## src/rtl/mem_wb_pipe.sv

```systemverilog
// mem_wb_pipe: multi-slice MEM/WB pipeline register.
//
// Carries write-back control, memory read data, ALU result and destination
// register through STAGES register slices (1..4). Adds a per-slice valid bit,
// stall/flush control, x0 write suppression, a muxed write-back result, a
// forwarding lookup across all slices and a retired-instruction counter.
//
// Ports:
//   clk_i, rst_n_i          clock, asynchronous active-low reset
//   stall_i, flush_i        hold all slices / invalidate all slices
//   valid_i, WB_i, Data_i,
//   ALUout_i, RDaddr_i      incoming MEM-stage entry (WB_i = {RegWrite, MemtoReg})
//   valid_o, RegWrite_o,
//   MemtoReg_o, Data_o,
//   ALUout_o, RDaddr_o,
//   WBdata_o                output slice, control qualified by valid and x0
//   fwd_addr_i, fwd_hit_o,
//   fwd_data_o              forwarding lookup, youngest matching slice wins
//   retire_cnt_o            valid entries consumed by the register file
module mem_wb_pipe #(
  parameter int DATA_W = 32,
  parameter int ADDR_W = 5,
  parameter int STAGES = 1,
  parameter int CNT_W  = 32
) (
  input  logic              clk_i,
  input  logic              rst_n_i,
  input  logic              stall_i,
  input  logic              flush_i,
  input  logic              valid_i,
  input  logic [1:0]        WB_i,
  input  logic [DATA_W-1:0] Data_i,
  input  logic [DATA_W-1:0] ALUout_i,
  input  logic [ADDR_W-1:0] RDaddr_i,
  output logic              valid_o,
  output logic              RegWrite_o,
  output logic              MemtoReg_o,
  output logic [DATA_W-1:0] Data_o,
  output logic [DATA_W-1:0] ALUout_o,
  output logic [ADDR_W-1:0] RDaddr_o,
  output logic [DATA_W-1:0] WBdata_o,
  input  logic [ADDR_W-1:0] fwd_addr_i,
  output logic              fwd_hit_o,
  output logic [DATA_W-1:0] fwd_data_o,
  output logic [CNT_W-1:0]  retire_cnt_o
);

  localparam int LAST = STAGES - 1;

  logic [STAGES-1:0]             r_valid;
  logic [STAGES-1:0][1:0]        r_wb;
  logic [STAGES-1:0][DATA_W-1:0] r_data;
  logic [STAGES-1:0][DATA_W-1:0] r_alu;
  logic [STAGES-1:0][ADDR_W-1:0] r_rd;
  logic [CNT_W-1:0]              r_retire_cnt;

  // What each slice would capture on a normal shift.
  logic [STAGES-1:0]             w_nxt_valid;
  logic [STAGES-1:0][1:0]        w_nxt_wb;
  logic [STAGES-1:0][DATA_W-1:0] w_nxt_data;
  logic [STAGES-1:0][DATA_W-1:0] w_nxt_alu;
  logic [STAGES-1:0][ADDR_W-1:0] w_nxt_rd;

  logic              w_fwd_hit;
  logic [DATA_W-1:0] w_fwd_data;

  always_comb begin
    w_nxt_valid    = '0;
    w_nxt_wb       = '0;
    w_nxt_data     = '0;
    w_nxt_alu      = '0;
    w_nxt_rd       = '0;
    w_nxt_valid[0] = valid_i;
    w_nxt_wb[0]    = WB_i;
    w_nxt_data[0]  = Data_i;
    w_nxt_alu[0]   = ALUout_i;
    w_nxt_rd[0]    = RDaddr_i;
    for (int k = 1; k < STAGES; k++) begin
      w_nxt_valid[k] = r_valid[k-1];
      w_nxt_wb[k]    = r_wb[k-1];
      w_nxt_data[k]  = r_data[k-1];
      w_nxt_alu[k]   = r_alu[k-1];
      w_nxt_rd[k]    = r_rd[k-1];
    end
  end

  // Flush kills control but lets payload keep shifting; it is don't-care
  // once the valid bit is low, and shifting avoids a second enable path.
  always_ff @(posedge clk_i or negedge rst_n_i) begin
    if (!rst_n_i) begin
      r_valid <= '0;
      r_wb    <= '0;
      r_data  <= '0;
      r_alu   <= '0;
      r_rd    <= '0;
    end else if (flush_i) begin
      r_valid <= '0;
      r_wb    <= '0;
      r_data  <= w_nxt_data;
      r_alu   <= w_nxt_alu;
      r_rd    <= w_nxt_rd;
    end else if (!stall_i) begin
      r_valid <= w_nxt_valid;
      r_wb    <= w_nxt_wb;
      r_data  <= w_nxt_data;
      r_alu   <= w_nxt_alu;
      r_rd    <= w_nxt_rd;
    end
  end

  // The output entry is written to the register file at any non-stalled
  // edge, flush included, so it counts as retired there.
  always_ff @(posedge clk_i or negedge rst_n_i) begin
    if (!rst_n_i) begin
      r_retire_cnt <= '0;
    end else if (r_valid[LAST] && !stall_i) begin
      r_retire_cnt <= r_retire_cnt + CNT_W'(1);
    end
  end

  // Scan oldest to youngest so the lowest-index hit is the last assignment.
  always_comb begin
    w_fwd_hit  = 1'b0;
    w_fwd_data = '0;
    for (int k = STAGES - 1; k >= 0; k--) begin
      if (r_valid[k] && r_wb[k][1] && (r_rd[k] == fwd_addr_i) && (r_rd[k] != '0)) begin
        w_fwd_hit  = 1'b1;
        w_fwd_data = r_wb[k][0] ? r_data[k] : r_alu[k];
      end
    end
  end

  assign valid_o      = r_valid[LAST];
  assign RegWrite_o   = r_valid[LAST] & r_wb[LAST][1] & (r_rd[LAST] != '0);
  assign MemtoReg_o   = r_valid[LAST] & r_wb[LAST][0];
  assign Data_o       = r_data[LAST];
  assign ALUout_o     = r_alu[LAST];
  assign RDaddr_o     = r_rd[LAST];
  assign WBdata_o     = MemtoReg_o ? r_data[LAST] : r_alu[LAST];
  assign fwd_hit_o    = w_fwd_hit;
  assign fwd_data_o   = w_fwd_data;
  assign retire_cnt_o = r_retire_cnt;

endmodule

```

## config.mk

```make
export PLATFORM = sky130hd
export DESIGN_NAME = mem_wb_pipe
export DESIGN_NICKNAME = d
export VERILOG_FILES = /design/src/rtl/mem_wb_pipe.sv
export SDC_FILE = /design/constraint.sdc
export NUM_CORES = 1
export LEC_CHECK = 0
export ABC_AREA = 1
export CORE_MARGIN = 3
export CORE_UTILIZATION = 30
export DETAILED_ROUTE_END_ITERATION = 12
export GPL_TIMING_DRIVEN = 1
export MAX_ROUTING_LAYER = met4
export PLACE_DENSITY = 0.6
export SYNTH_ARGS = -nofsm -noshare
export SYNTH_HDL_FRONTEND = slang
export SYNTH_SLANG_ARGS = --single-unit
export TNS_END_PERCENT = 50
```

## constraint.sdc

```tcl
create_clock -name clk_i -period 1.6 [get_ports clk_i]
set_clock_uncertainty 0.2 [all_clocks]
set_input_delay 0.16 -clock clk_i [delete_from_list [all_inputs] [get_ports clk_i]]
set_output_delay 0.16 -clock clk_i [all_outputs]
set_load 0.005 [all_outputs]
```

# Yosys cells after proc, flatten, opt, wreduce, memory -nomap -nowiden

Index checks and enable logic that the tools add are counted.

Add/subtract/negate cells: 1
Equal/unequal tests: 2
Mux-type cells: 14
Bitwise gates (word level): 3
Reduce and logical (&&, ||, !) cells: 6

Operators with widths:

| cell                                           | number |
|---|---|
| two-way mux 32 bit                             | 7 |
| adder 32 x 1 -> 32 bit (second input constant) | 1 |
| two-way mux 5 bit                              | 2 |
| equality test 5 bit                            | 1 |
| nonzero test 5 bit                             | 1 |
| logical AND 1 bit                              | 4 |
| two-way mux 2 bit                              | 2 |
| AND 1 bit                                      | 3 |
| two-way mux 1 bit                              | 3 |
| != test 2 x 1 -> 1 bit (second input constant) | 1 |
| zero test 1 bit                                | 1 |

Register bits: 104
Bits of input ports: 81
Output and inout bits: 169
Word-level logic and storage cells: 32

# Depth between registers and ports, before layout

Gate-level depths: netlist of the first run.

Depth after elaboration: 4
Depth in mapped cells: 9
Gate-level depth less buffers: 8

# Worst setup path before layout of the first run

OpenSTA, ideal clock, no wires.

Kind: register to register
Start: register r_retire_cnt[1], in the netlist retire_cnt_o[1]
End: register r_retire_cnt[30], in the netlist retire_cnt_o[30]
Library setup time: 117 ps
Data arrival time: 1313 ps
Data required time: 1283 ps
Path slack: -30 ps
Cell stages (with the launch flop): 10
Buffers on the path: 1
Clock period less this slack: 1630 ps
Path through: dfrtp_1 > ha_1 > nand3_1 > nor2_2 > nand2_2 > nor2_4 > buf_8 > nand3_2 > nand2_1 > nand2_1

Longest elaborated chain between the ends: 1

RTL lines:

| element                  | line | source |
|---|---|---|
| start: declaration       | 55   | `logic [CNT_W-1:0] r_retire_cnt;` |
| start signal: assignment | 117  | `r_retire_cnt <= r_retire_cnt + CNT_W'(1);` |
| adder 32 x 1 -> 32 bit   | 117  |  |

No other way between the ends.
A chain may end at the register's enable or synchronous reset.

# Worst setup path after layout of the first run

Start: register r_rd, in the netlist RDaddr_o[0]
End: output port fwd_data_o[3]

Longest elaborated chain between the ends: 4
Elaborated cells on any way between the ends: 5
Those cells by class: eq/ne: 1; mux: 1; reduce/logical: 3

RTL lines:

| element                  | line | source |
|---|---|---|
| start: declaration       | 54   | `logic [STAGES-1:0][ADDR_W-1:0] r_rd;` |
| start signal: assignment | 101  | `r_rd <= w_nxt_rd;` |
| start signal: assignment | 107  | `r_rd <= w_nxt_rd;` |
| equality test 5 bit      | 126  | `if (r_valid[k] && r_wb[k][1] && (r_rd[k] == fwd_addr_i) && (r_rd[k] != '0)) begin` |
| logical AND 1 bit        | 126  |  |
| logical AND 1 bit (*)    | 126  |  |
| two-way mux 32 bit (*)   | 126  |  |
| end: declaration         | 44   | `output logic [DATA_W-1:0] fwd_data_o,` |

Every way passes the cells marked *; elsewhere a longest branch is shown, timed or not.

==> reports/metrics.cfg, run 1 <==
[yosys]
syn_area_sq_mm = 0.00540
synthCells = 714
synthArstFlopShare_pct = 100
synth_edf_count = 0
yosysWarningCount = 0
synth-seq-cells = 104
syn_nets = 796
avgSynthCellArea_sq_um = 7.57
synth_seq_area_share_pct = 48.2
synthFlopType = dfrtp_1
yosysUniqueCellTypes = 27

[finish]
antennaDiodeCount = 0
post-route-cell-area_sq_mm = 0.00955
areaGrowthSynthToFinish_pct = 76.8
drive_above_1_share_pct = 28.5
final_nets = 1122

[route]
wl_met2_mm = 9.47
first_iter_violations = 273
wirelength_mm = 20.1
wl_per_cell_um = 15.9
vias = 5841
drcViolationCount = 0
antenna_left = 0
wl_met1_mm = 8.97
viasPerCell = 4.60
route.met3.wl_mm = 1.23
top_layer_used = met4
dr.pass1.iters = 5

[worst_setup_path]
path_class = register to output port
r2r_slack_ns = -0.05
slowest_stage = dfrtp_1
crit_fanout = 8
reg2reg_depth = 9
cp_cell_sequence = xnor2_1 > nand2_1 > nor2_2 > nand3_4 > buf_6 > buf_16 > nor2_1 > buf_2
regToRegStartpoint = valid_o
critPathLaunch = RDaddr_o[0]
critPathRequiredTime_ns = 1.24
end_kind = output port
critPathArrivalTime_ns = 1.77
start_kind = register
cpPeakStageDelay_ns = 0.43
timing.rr.end = retire_cnt_o[8]

[clocking]
cts_tree = done
root_buffer = clkbuf_16
clkTransAtPathRegs_ns = 0.07
clk_path_buf_depth = 2
cts.sinks = 104
htreeDepth = 3
insertion_delay_ns = 0.35
cts_made_buffers = 9

[hold_path]
hold_path.class = input pin to asynchronous set/reset pin

[sta]
finalSetupTns_ns = -24.26
worst-slew-pin-transition_ns = 0.341
finalCriticalPeriod_ns = 2.13
setup_ws_ns = -0.527
rsz0062_at_grt = yes
hold_viol = 0
fmax_mhz = 470
slew_headroom_pct = 77.3
fin_crit_sh_pct = 133
setup_viol = 79
drv_slew = 0

[power_and_ir_drop]
swShare_pct = 28.8
peakVddDrop_mv = 0.491
pwr-share-comb_pct = 26.5
pwr-share-seq_pct = 43.6
clockPowerShare_pct = 29.9
powerDensity_mw_per_mm2 = 725
p_int_mw = 4.93
switchingPower_mw = 2.00
p_leak_nw = 5.24

[run_status]
violations = negative setup slack
outcome = finished, violations left

[global_routing]
grt_usage_pct = 19.9
grt_max_degree = 61
grt.overflow.total = 0
grt_pass1_wl_mm = 30.5
grt_pass1_vias = 5635
antenna_found_initial = 0

[place]
hpwlAfterDp_mm = 13.4
gp_congestion = 0.860
io_buffers = 249
post_dp_cell_area_sq_mm = 0.00867

[floorplanning]
fp-row-count = 48
boundaryPins = 250
dieWidth_um = 140
core_sq_mm = 0.0175
dieArea_sq_mm = 0.0197
initial_utilization_pct = 30.9
die_y_um = 140

[run]
drv_cap = 0

how the worst max path moves through the flow:
stage                             endpoint  slack, ns  cells past startpoint
after detailed placement    fwd_data_o[20]      -0.67                      8
after global placement      fwd_data_o[16]      -0.63                      8
final                        fwd_data_o[3]      -0.53                      8
after floorplan           retire_cnt_o[30]      -0.02                      9
after CTS                   fwd_data_o[20]      -0.59                      8
after global routing         fwd_data_o[3]      -0.64                      8
final cells by class:
class | instances | area (sq um)
Timing Repair Buffer | 346 | 3290
Fill cell | 1706 | 7920
Tap cell | 225 | 282
Sequential cell | 104 | 2610
Multi-Input combinational cell | 476 | 2720
Inverter | 103 | 389
Clock inverter | 4 | 20.0
Clock buffer | 12 | 246
layer usage:
layer / track usage (%) / up-vias
li1: - / 2884
met1: 26.3 / 2733
met2: 31.6 / 198
met3: 3.58 / 26
met4: 5.76 / 0
met5: - / -
sequential cells by signal, indices dropped and copies added (netlist names):
name          count
ALUout_o         32
Data_o           32
retire_cnt_o     32
RDaddr_o          5
r_wb              2
valid_o           1
repair_timing:
action,CTS,global route
pin swaps,8,16
gates resized for setup,405,140
cloned,6,3
buffers inserted,20,8
endpoints found under the setup margin,168,142
hold buffers,1,0
endpoints found under the hold margin,104,0
synth_stat cells (2+ instances only):
master | instances | area (sq um)
o21ai_0 | 101 | 505
nor2_1 | 90 | 338
buf_1 | 5 | 18.8
inv_1 | 101 | 379
xor2_1 | 10 | 87.6
inv_2 | 2 | 7.51
xnor2_1 | 12 | 105
nand3_1 | 21 | 105
clkbuf_1 | 16 | 60.1
nand2_2 | 4 | 25.0
nor3_1 | 3 | 15.0
nand3b_1 | 6 | 45.0
nor2_4 | 5 | 56.3
nor2_2 | 5 | 31.3
buf_2 | 9 | 45.0
a21oi_1 | 31 | 155
nand4_1 | 12 | 75.1
dfrtp_1 | 104 | 2600
nand3_2 | 2 | 20.0
nand2_1 | 166 | 623
mux2_2 | 3 | 33.8
power by group through the flow:
stage / clock network (mW) / logic [mW] / registers, mW
global route: 2.25 / 2.02 / 3.05
detailed placement: 0 / 1.76 / 3.05
floorplan: 0 / 0.524 / 3.08
global placement: 0 / 1.76 / 3.05
finish: 2.07 / 1.83 / 3.02
CTS: 2.13 / 1.75 / 3.00
critical path, delay by kind of cell (launching register included):
| kind | cells | cell delay (ns) |
|---|---|---|
| xor gates and xnor gates | 1 | 0.15 |
| buffers and inverters | 3 | 0.43 |
| and+or+nand+nor | 4 | 0.41 |
| DFF | 1 | 0.43 |
kinds of logic after synthesis:
group,synth area share (%)
buffers and inverters,9.73
XOR/XNOR,3.87
multiplexers,0.625
flip-flops,48.2
AND/OR/NAND/NOR,24.9
AO/OA/AOI/OAI,12.5
adder cells (fa/ha/maj),0.232
cell usage in the layout, fill, tap and decap left out, types with 12 or more instances in the layout:
master / n
clkbuf_16: 12
dlygate4sd2_1: 53
nor2_1: 51
nand4_1: 12
xnor2_1: 12
buf_2: 65
nor2_2: 26
o21ai_0: 78
clkdlybuf4s50_1: 79
dfrtp_1: 98
buf_6: 15
nand2_1: 147
a21oi_1: 31
inv_1: 98
nor2_4: 23
buf_12: 12
nand2_4: 12
o21ai_2: 12
buf_4: 64
nand3_2: 13
dlymetal6s2s_1: 46
through the flow:
step / utilization [%] / instances / setup slack (ns) / power [mW] / hold WS, ns
global placement: 49.6 / 1220 / -0.628 / 4.81 / -0.163
finish: 54.7 / 1270 / -0.527 / 6.92 / 0.0471
CTS: 52.0 / 1262 / -0.586 / 6.88 / 0.0334
global route: 54.7 / 1270 / -0.642 / 7.31 / 0.0638
floorplan: - / 714 / -0.0204 / 3.61 / -0.336
detailed placement: 49.6 / 1220 / -0.673 / 4.81 / -0.159
(Power assumes the default switching activity.)
==> inputs of run 2 (changes only) <==
--- a/config.mk
+++ b/config.mk
@@ -8,6 +8,7 @@
 export ABC_AREA = 1
 export CORE_MARGIN = 3
 export CORE_UTILIZATION = 30
+export CTS_CLUSTER_SIZE = 28
 export DETAILED_ROUTE_END_ITERATION = 12
 export GPL_TIMING_DRIVEN = 1
 export MAX_ROUTING_LAYER = met4
==> results of run 2 <==
No change in the layout: final DEF, timing and power equal those of run 1.
==> RTL change 1, RTL diff (config.mk and constraints of run 2) <==
Set the parameter `STAGES` to 2 (it was 1). Comments in the files are not updated.
--- a/src/rtl/mem_wb_pipe.sv
+++ b/src/rtl/mem_wb_pipe.sv
@@ -20,7 +20,7 @@
 module mem_wb_pipe #(
   parameter int DATA_W = 32,
   parameter int ADDR_W = 5,
-  parameter int STAGES = 1,
+  parameter int STAGES = 2,
   parameter int CNT_W  = 32
 ) (
   input  logic              clk_i,
Check against the original RTL: not equivalent (a bounded check fails within 4 cycles, from zero or initial values and one cycle with rst_n_i low).
==> RTL change 1 against run 2 <==
The flow still finishes with violations (negative setup slack); cell area increased by 66%; setup slack got worse by 0.33 ns; routed wire length increased by 68%; synthesized area increased by 74%; sequential cell count increased by 72; first-iteration DRC count increased by 90%; total power increased by 78%; highest routed layer unchanged; global-route usage increased by 0.55 points; clock power increased by 110%.
==> RTL change 1: results <==
detailed_routing:
  viasPerCell: 4.59
  drt_iter0_drc: 520
  first_pass_iters: 6
  via_count: 9366
critical_path:
  cp_data_arrival_time_ns: 2.10
  cp_max_fo: 5
  r2r_cells: 11
  rrSetupSlack_ns: -0.19
layout:
  nets: 1710
  drive_gt1_share_pct: 35.3
place:
  post_dp_cell_area_um2: 13400
  place_congestion: 0.882
clock_network:
  clk_latency_ns: 0.43
  cts.htree.levels: 4
status:
  violations: "negative setup slack"
  status: "finished, violations left"
pwr:
  intPower_w: 0.00863
  power_density_nw_per_um2: 777
  pwr-share-seq_pct: 41.4
  pg_comb_w: 0.00287
timing:
  worst_slack_ns: -0.857
  worst_pin_slew_ns: 0.733
  fin_setup_tns_ns: -47.10
  setup_viol: 92
yosys:
  seq_area_frac_synth_pct: 46.8
## RTL change 1: kinds of logic (layout without fill, tap and decap cells)
| kind of cell | Yosys count | after routing | share of synthesized area [%] |
|---|---|---|---|
| AND/OR/NAND/NOR | 449 | 449 | 20.2 |
| XOR/XNOR | 24 | 24 | 2.23 |
| other | 0 | 3 | 0 |
| multiplexers | 32 | 32 | 3.83 |
| buffers and inverters | 269 | 718 | 13.9 |
| adder cells (fa/ha/maj) | 1 | 1 | 0.133 |
| AO/OA/AOI/OAI | 241 | 241 | 12.9 |
| flip-flops | 176 | 176 | 46.8 |
## RTL change 1: repair_timing
action,CTS,global route
buffers inserted,68,28
hold buffers,2,0
hold endpoints to repair,176,0
cloned,16,0
resized for setup,510,213
pin swaps,32,45
endpoints found under the setup margin,187,187
## RTL change 1: layout make-up
| cell class | instances | area, um2 |
|---|---|---|
| repair buffers | 545 | 5410 |
| inverters | 141 | 542 |
| multi-input cells | 747 | 4340 |
| fillers | 2842 | 14900 |
| diodes | 3 | 7.51 |
| well taps | 396 | 495 |
| flip-flops and latches | 176 | 4420 |
| clock buffers | 18 | 429 |
| clock inverters | 14 | 175 |
## RTL change 1: how the worst max path moves through the flow
stage / start / to / slack (ns) / depth (start not counted)
after floorplan: retire_cnt_o[0] / retire_cnt_o[28] / 0.004 / 8
after global placement: fwd_addr_i[3] / fwd_data_o[16] / -0.95 / 11
after detailed placement: fwd_addr_i[0] / fwd_data_o[5] / -1.0 / 11
after CTS: r_rd[0] / fwd_data_o[5] / -0.92 / 13
after global routing: r_rd[0] / fwd_data_o[19] / -1.00 / 13
final: r_rd[0] / fwd_data_o[20] / -0.86 / 13
## RTL change 1: layer usage
metal	vias up	track usage (%)
met5	-	-
met4	0	7.25
li1	4600	-
met2	322	32.9
met3	56	5.36
met1	4388	25.1
==> RTL change 2, RTL diff (flow settings as in run 2) <==
Without the edit above. Reset style: synchronous (`rst_n_i`), changed in 2 clocked blocks. Comments in the files are not updated.
--- a/src/rtl/mem_wb_pipe.sv
+++ b/src/rtl/mem_wb_pipe.sv
@@ -86,7 +86,7 @@
 
   // Flush kills control but lets payload keep shifting; it is don't-care
   // once the valid bit is low, and shifting avoids a second enable path.
-  always_ff @(posedge clk_i or negedge rst_n_i) begin
+  always_ff @(posedge clk_i) begin
     if (!rst_n_i) begin
       r_valid <= '0;
       r_wb    <= '0;
@@ -110,7 +110,7 @@
 
   // The output entry is written to the register file at any non-stalled
   // edge, flush included, so it counts as retired there.
-  always_ff @(posedge clk_i or negedge rst_n_i) begin
+  always_ff @(posedge clk_i) begin
     if (!rst_n_i) begin
       r_retire_cnt <= '0;
     end else if (r_valid[LAST] && !stall_i) begin
Formal check against the unedited RTL: differs if rst_n_i is asserted again (counterexample within 4 cycles, from zero or initial values and one cycle with rst_n_i low); with rst_n_i held inactive, the same outputs for 10 cycles.
==> RTL change 2 against run 2 <==
The run still ends with negative setup slack left; synthesized area decreased by 3.7%; routed wire length up 20%; die area shrank 3.5%; setup slack got worse by 0.090 ns; cell area is 5.8% higher; synthesized cell count is 15% higher; sequential cell count stayed put; cell count increased by 9.9%; non-clock buffer count rose by 34; total power fell by 4.9%; combinational power shrank 39%; critical endpoint is now fwd_hit_o.
==> RTL change 2: results <==
pwr:
  leakage_nw: 5.17
  pg_comb_w: 0.00112
  pg_seq_w: 0.00288
  peakVddDrop_mv: 0.524
global_routing:
  grt.total_usage_pct: 24.8
  grt_start_max_net_pins: 55
  grt_pass1_vias: 6272
  grt_pass1_wl_um: 34800
place:
  place_inst: 1320
  post_dp_cell_area_um2: 8420
  dp_slack_ns: -0.697
  place_congestion: 0.840
  dpl.hpwl_um: 16000
layout:
  drive_gt1_share_pct: 39.1
timing:
  worst_slack_ns: -0.617
  setup_viol: 82
  worst_pin_slew_ns: 0.355
clock_network:
  ctsResizeCount: 573
  cts_setup_buffers: 43
critical_path:
  r2r-start: "valid_o"
  cp_data_arrival_time_ns: 1.86
  cp_top_family: "buffers and inverters"
  crit_path_start: "RDaddr_o[1]"
  slowest_delay_ns: 0.36
yosys:
  synth_nets: 904
  syn_avg_cell_area_um2: 6.33
  synth_area_leaders: "dfxtp_1 40%, nand2_1 16%, nor2_1 14%"
  ys.flop_type: "dfxtp_1"
  ys_top_cells_by_count: "219 x nand2_1, 195 x nor2_1, 104 x dfxtp_1, 88 x o21ai_0, 51 x inv_1"
  seq_area_frac_synth_pct: 40.0
detailed_routing:
  finalWirelength_um: 24100
  via_count: 6629
  wl_met1_um: 9440
  wl_met2_um: 12100
status:
  violations: "negative setup slack"
  status: "finished, violations left"
==> RTL change 2: changes by cell type in the layout (fill, tap and decap cells not counted), moves of 44 or more <==
| cell | delta |
|---|---|
| nand2_2 | +44 |
| nor2_1 | +134 |
| dfxtp_2 | +62 |
| dfrtp_1 | -98 |
| inv_1 | -53 |
==> RTL change 2: routing by layer <==
metal / track usage [%] / vias to the layer above
met5: - / -
met4: 8.37 / 0
met3: 6.06 / 36
met2: 43.1 / 212
met1: 27.8 / 3071
li1: - / 3310
==> RTL change 2: logic make-up (layout without fill, tap and decap cells) <==
group	after synthesis	after routing	synth area share [%]
simple gates	473	473	37.2
compound gates	143	143	14.1
flops	104	104	40.0
buf+inv	95	448	7.46
xor+xnor	6	6	1.01
fa+ha+maj	1	1	0.240
other cells	0	1	0
==> RTL change 2: path summary, 6_finish.rpt <==
check | end | slack (ns) | depth (start not counted)
min | valid_o | 0.001 | 2
max reg2reg | retire_cnt_o[30] | -0.19 | 11
max | fwd_hit_o | -0.62 | 10
min reg2reg | retire_cnt_o[18] | 0.28 | 1
==> RTL change 2: per-stage QoR <==
stage | util, % | total power, W | TNS (ns)
2_1_floorplan | - | 0.00325 | 0
3_3_place_gp | 50.3 | 0.00402 | -62.27
3_5_place_dp | 50.3 | 0.00403 | -63.17
4_1_cts | 56.9 | 0.00659 | -27.78
5_1_grt | 60.3 | 0.00683 | -35.26
6_report | 60.3 | 0.00659 | -28.01
==> RTL change 2: cell type report <==
| cell class | instances | area (um2) |
|---|---|---|
| Antenna cell | 1 | 2.50 |
| Clock buffer | 10 | 239 |
| Clock inverter | 5 | 105 |
| Fill cell | 1547 | 6660 |
| Inverter | 53 | 219 |
| Multi-Input combinational cell | 623 | 3320 |
| Sequential cell | 104 | 2270 |
| Tap cell | 220 | 275 |
| Timing Repair Buffer | 380 | 3670 |
